## config.mk

```make
export PLATFORM = sky130hd
export DESIGN_NAME = shl_seq_unit
export DESIGN_NICKNAME = d
export VERILOG_FILES = /design/src/rtl/alu_pkg.sv /design/src/rtl/shl_seq_unit_step.sv /design/src/rtl/shl_seq_unit.sv
export SDC_FILE = /design/constraint.sdc
export NUM_CORES = 1
export LEC_CHECK = 0
export BUFFER_PORTS_ARGS = -buffer_cell sky130_fd_sc_hd__buf_2
export CORE_UTILIZATION = 49
export CTS_CLUSTER_DIAMETER = 100
export CTS_CLUSTER_SIZE = 25
export DETAILED_ROUTE_END_ITERATION = 8
export PLACE_DENSITY_LB_ADDON = 0.3
export RECOVER_POWER = 50
export SLEW_MARGIN = 15
export SYNTH_ARGS = -nofsm -noshare
export SYNTH_HDL_FRONTEND = slang
export SYNTH_SLANG_ARGS = --single-unit
```

## constraint.sdc

```tcl
create_clock -name clk -period 1.9 [get_ports clk]
set_input_delay 0.38 -clock clk [delete_from_list [all_inputs] [get_ports clk]]
set_output_delay 0.38 -clock clk [all_outputs]
set_load 0.005 [all_outputs]
```

## src/rtl/alu_pkg.sv

```systemverilog
// -----------------------------------------------------------------------------
// alu_pkg
//   Shared definitions for the 4-bit ALU datapath blocks.
//   - Default operand width and shift-amount width.
//   - FSM state encodings for the sequential shifter. The enum is built on the
//     ST_* localparams so checkers can compare against stable numeric codes.
//   - Shift mode constants: MODE_LSL (zero fill), MODE_ROL (rotate).
// -----------------------------------------------------------------------------
package alu_pkg;

    localparam int WIDTH_DEF = 4;
    localparam int AMT_W_DEF = 3;

    localparam logic [1:0] ST_IDLE  = 2'd0;
    localparam logic [1:0] ST_SHIFT = 2'd1;
    localparam logic [1:0] ST_DONE  = 2'd2;

    localparam logic MODE_LSL = 1'b0;
    localparam logic MODE_ROL = 1'b1;

    typedef enum logic [1:0] {
        S_IDLE  = ST_IDLE,
        S_SHIFT = ST_SHIFT,
        S_DONE  = ST_DONE
    } shl_state_t;

endpackage : alu_pkg

```

## src/rtl/shl_seq_unit_step.sv

```systemverilog
// -----------------------------------------------------------------------------
// shl_step
//   Combinational single-bit left shift / rotate stage.
//
//   Ports:
//     i_reg   [WIDTH-1:0]  current work value
//     i_rot                MODE_LSL: zero fill, MODE_ROL: MSB wraps to LSB
//     o_next  [WIDTH-1:0]  value after one left step
//     o_out                bit leaving the MSB (becomes carry-out)
//     o_ovf                signed-overflow contribution of this step; the sign
//                          changes when the two top bits differ. Only
//                          meaningful for logical shifts, so forced low for
//                          rotates.
// -----------------------------------------------------------------------------
module shl_step
    import alu_pkg::*;
#(
    parameter int WIDTH = WIDTH_DEF
) (
    input  logic [WIDTH-1:0] i_reg,
    input  logic             i_rot,
    output logic [WIDTH-1:0] o_next,
    output logic             o_out,
    output logic             o_ovf
);

    logic w_fill;

    assign o_out  = i_reg[WIDTH-1];
    assign w_fill = (i_rot == MODE_ROL) ? i_reg[WIDTH-1] : 1'b0;
    assign o_next = {i_reg[WIDTH-2:0], w_fill};
    assign o_ovf  = (i_rot == MODE_LSL) & (i_reg[WIDTH-1] ^ i_reg[WIDTH-2]);

endmodule : shl_step

```

## src/rtl/shl_seq_unit.sv

```systemverilog
// -----------------------------------------------------------------------------
// shl_seq_unit
//   Multi-cycle left shifter / rotator, one bit per clock.
//
//   Handshake: start is sampled only in IDLE. On an accepted start, A, amt and
//   rot are captured, busy rises on the next cycle and stays high through the
//   single DONE cycle, during which done pulses for exactly one clock. start
//   seen in SHIFT or DONE is dropped, never queued. Results (Y, cout, ovf,
//   zero) are valid from the done cycle and held until the next accepted start.
//
//   Ports:
//     clk, rst          rising-edge clock, async active-high reset
//     start             operation request
//     A     [WIDTH-1:0] operand
//     amt   [AMT_W-1:0] shift amount, 0..2^AMT_W-1 (each step takes a cycle)
//     rot               0 = logical shift left, 1 = rotate left
//     busy              operation in progress (SHIFT or DONE)
//     done              one-cycle result-valid pulse
//     Y     [WIDTH-1:0] result (the work register)
//     cout              last bit shifted out of the MSB
//     ovf               sticky signed overflow (logical shifts only)
//     zero              Y == 0, qualified by a completed result
//     o_dbg_state [1:0] current FSM state code (ST_* in alu_pkg)
// -----------------------------------------------------------------------------
module shl_seq_unit
    import alu_pkg::*;
#(
    parameter int WIDTH = WIDTH_DEF,
    parameter int AMT_W = AMT_W_DEF
) (
    input  logic             clk,
    input  logic             rst,
    input  logic             start,
    input  logic [WIDTH-1:0] A,
    input  logic [AMT_W-1:0] amt,
    input  logic             rot,
    output logic             busy,
    output logic             done,
    output logic [WIDTH-1:0] Y,
    output logic             cout,
    output logic             ovf,
    output logic             zero,
    output logic [1:0]       o_dbg_state
);

    shl_state_t       r_state;
    shl_state_t       w_state_nxt;
    logic [WIDTH-1:0] r_work;
    logic [AMT_W-1:0] r_cnt;
    logic             r_mode;
    logic             r_cout;
    logic             r_ovf;
    // Marks that r_work holds a finished result; keeps zero low out of reset
    // even though the work register is cleared to 0.
    logic             r_valid;

    logic [WIDTH-1:0] w_next;
    logic             w_out;
    logic             w_ovf;

    shl_step #(
        .WIDTH (WIDTH)
    ) u_step (
        .i_reg  (r_work),
        .i_rot  (r_mode),
        .o_next (w_next),
        .o_out  (w_out),
        .o_ovf  (w_ovf)
    );

    // Next-state logic.
    always_comb begin
        w_state_nxt = r_state;
        case (r_state)
            S_IDLE: begin
                if (start) begin
                    w_state_nxt = (amt == '0) ? S_DONE : S_SHIFT;
                end
            end
            S_SHIFT: begin
                // r_cnt holds the steps still to do including this one.
                if (r_cnt == AMT_W'(1)) begin
                    w_state_nxt = S_DONE;
                end
            end
            S_DONE: begin
                w_state_nxt = S_IDLE;
            end
            default: begin
                w_state_nxt = S_IDLE;
            end
        endcase
    end

    // State register and datapath.
    always_ff @(posedge clk or posedge rst) begin
        if (rst) begin
            r_state <= S_IDLE;
            r_work  <= '0;
            r_cnt   <= '0;
            r_mode  <= MODE_LSL;
            r_cout  <= 1'b0;
            r_ovf   <= 1'b0;
            r_valid <= 1'b0;
        end else begin
            r_state <= w_state_nxt;
            case (r_state)
                S_IDLE: begin
                    if (start) begin
                        r_work  <= A;
                        r_cnt   <= amt;
                        r_mode  <= rot;
                        r_cout  <= 1'b0;
                        r_ovf   <= 1'b0;
                        r_valid <= 1'b0;
                    end
                end
                S_SHIFT: begin
                    r_work <= w_next;
                    r_cout <= w_out;
                    r_ovf  <= r_ovf | w_ovf;
                    r_cnt  <= r_cnt - AMT_W'(1);
                end
                default: begin
                end
            endcase
            // Overrides the clear above for amt==0, which goes straight to DONE.
            if (w_state_nxt == S_DONE) begin
                r_valid <= 1'b1;
            end
        end
    end

    assign busy        = (r_state == S_SHIFT) || (r_state == S_DONE);
    assign done        = (r_state == S_DONE);
    assign Y           = r_work;
    assign cout        = r_cout;
    assign ovf         = r_ovf;
    assign zero        = r_valid & (r_work == '0);
    assign o_dbg_state = r_state;

endmodule : shl_seq_unit
```

==> flow_summary.toml <==
[yosys]
ys_seq_elements = 13
synth_edf_count = 0
synthCells = 78
synth.distinct_cells = 26
syn_area_sq_um = 753.2
async_reset_ff_share_pct = 100.0
syn-mean-instance-area_sq_um = 9.657
syn_nets = 95
synth_warnings = 0
synthFlopType = "dfrtp_1"
ys_seq_area_share_pct = 43.19

[timing]
period_share_pct = 86.89
rsz0062_at_grt = "false"
hold_viol = 0
max_clock_freq_ghz = 0.6058
finClkSkew_ns = 0.005407
tns_ns = 0
period_needed_ns = 1.651
whs_ns = 0.1218
worstMarginPinSlew_ns = 0.5046
slew_violations = 0
setup_violations = 0
slew-limit-headroom_pct = 66.32

[route]
drt_iter0_drc = 14
ant_nets = 0
topRoutingLayerUsed = "met4"
first_pass_iters = 4
num_vias = 653
dr_wl_met2_um = 719
post_drt_wl_per_cell_um = 13.25
drc_errors = 0
drt-met1-wl_um = 680
drt_wl_total_um = 1537
wl_met3_um = 120
vias_per_cell = 5.629

[global_route]
grt_pass1_vias = 528
grt_max_degree = 14
grt_util_all_layers_pct = 21.12
grt_pass1_wl_um = 2311
overflow = 0
antenna_found_initial = 0

[die]
rows = 13
initial_utilization_pct = 55.13
ioPinCount = 22
die_area_sq_um = 1698
die_height_um = 41.21
core-area_sq_um = 1366
die_x_um = 41.21

[clocking]
cts_max_level = 1
cts_hold_buf = 0
root_buffer = "clkbuf_4"
clock-sinks = 13
cts_repair_resize_count = 0
clockBufferDepth = 2
clk_pin_slew_ns = 0.08
cts_tree = "yes"
post_cts_buffers = 0
numCtsBuffers = 3
clock_latency_ns = 0.27

[flow_run]
maxCapViolCount = 0

[placement]
io_buffers = 21
dp_hpwl_um = 1205
gp_congestion = 0.8429

[critical_path]
cp_max_fo = 9
path_class = "register to register"
worstPathRequired_ns = 2.06
crit_path_end_kind = "register"
crit_path_start_kind = "register"
critPathArrivalTime_ns = 1.81

[layout]
antenna-diode-count = 0
nets = 119
drive_gt1_share_pct = 28.71
syn_to_final_growth_pct = 17.44

[pwr]
max-vdd-ir-drop_uv = 762.3
powerDensity_nw_per_um2 = 1607
leakage_nw = 0.4480

[status]
outcome = "finished, final reports clean"

[worst_hold_path]
hp-class = "primary input to asynchronous set/reset pin"
[final cells by class]
class / count / area, sq um
Sequential cell: 13 / 325.3
Inverter: 8 / 30.03
Timing Repair Buffer: 23 / 115.1
Fill cell: 118 / 481.7
Clock buffer: 4 / 26.28
Tap cell: 15 / 18.77
Multi-Input combinational cell: 53 / 369.1
[critical path: stages (launching register included)]
cell and delay, ns:
dfrtp_1 0.43, inv_1 0.11, ha_2 0.30, nand2b_1 0.26, o21a_4 0.21, o22ai_1 0.16, nor2_1 0.07
[cell usage after synthesis (all sizes together), types with 2 or more instances]
library cell,instances,area share (%)
a21oi,6,4.0
o21ai,8,5.8
o22ai,7,5.8
dfrtp,13,43
nor2,3,1.5
ha,6,10
buf,4,4.2
nand2,8,4.7
a31oi,2,1.7
nor2b,2,1.7
nand3,2,1.3
inv,8,4.0
[kinds of logic after synthesis]
group	after synthesis	share of synthesized area (%)
and+or+nand+nor	19	14.62
DFF	13	43.19
muxes	1	1.495
adders and majority gates	6	9.967
buffers and inverters	12	8.138
AOI/OAI and AO/OA	27	22.59
[through the flow]
step | instances | setup slack, ns | cell area (sq um) | utilization [%] | power, mW
after floorplan | 78 | 0.4919 | 753.2 | - | 1.047
after global placement | 112 | 0.2300 | 860.8 | 63.00 | 1.238
after detailed placement | 112 | 0.1598 | 860.8 | 63.00 | 1.259
after CTS | 116 | 0.1450 | 887.1 | 64.93 | 1.430
after global routing | 116 | 0.1173 | 884.6 | 64.74 | 1.552
final | 116 | 0.2492 | 884.6 | 64.74 | 1.422
[placed cells by master (no fill, tap or decap), types with 2 or more instances in the layout]
cell / netlist / routed
nand3_1: 2 / 2
o21ai_1: 3 / 3
ha_1: 6 / 5
nor2b_1: 2 / 2
nand2_2: 2 / 2
clkbuf_4: 0 / 3
clkbuf_1: 0 / 5
a21oi_1: 6 / 6
o21ai_0: 4 / 4
o22ai_1: 7 / 7
a31oi_1: 2 / 2
inv_1: 8 / 8
buf_4: 2 / 2
nor2_1: 3 / 3
nand2_1: 6 / 6
dfrtp_1: 13 / 13
buf_2: 1 / 17
[layer usage]
| layer | GRT usage, % | up-vias |
|---|---|---|
| met5 | 0 | - |
| met4 | 7.258 | 0 |
| met3 | 4.891 | 4 |
| met2 | 31.25 | 32 |
| met1 | 29.80 | 298 |
| li1 | - | 319 |
[report_power, final]
part | internal [mW] | leakage [nW] | total [mW] | switching [mW]
Clock | 0.0811 | 0.0150 | 0.169 | 0.0875
Sequential | 0.407 | 0.154 | 0.513 | 0.107
Combinational | 0.338 | 0.279 | 0.740 | 0.402
[worst paths after layout]
check                                    startpoint                  end  slack (ns)  cells after the start
max in group asynchronous                       rst     Y[3]$_DFFE_PP0P_        1.44                      2
hold / removal                                  rst      ovf$_DFFE_PP0P_        0.12                      2
setup / recovery           o_dbg_state[1]$_DFF_PP0_     Y[1]$_DFFE_PP0P_        0.25                      6
hold reg to reg                 r_valid$_DFFE_PP0P_  r_valid$_DFFE_PP0P_        0.49                      1
min in group clk                                rot   r_mode$_DFFE_PP0P_        0.35                      2
setup reg to reg           o_dbg_state[1]$_DFF_PP0_     Y[1]$_DFFE_PP0P_        0.25                      6
[registers in the layout, indices dropped and copies added (netlist names)]
name and flops:
Y 4, r_cnt 3, o_dbg_state 2, cout 1, ovf 1, r_mode 1, r_valid 1
Power figures use the tool's default switching activity.
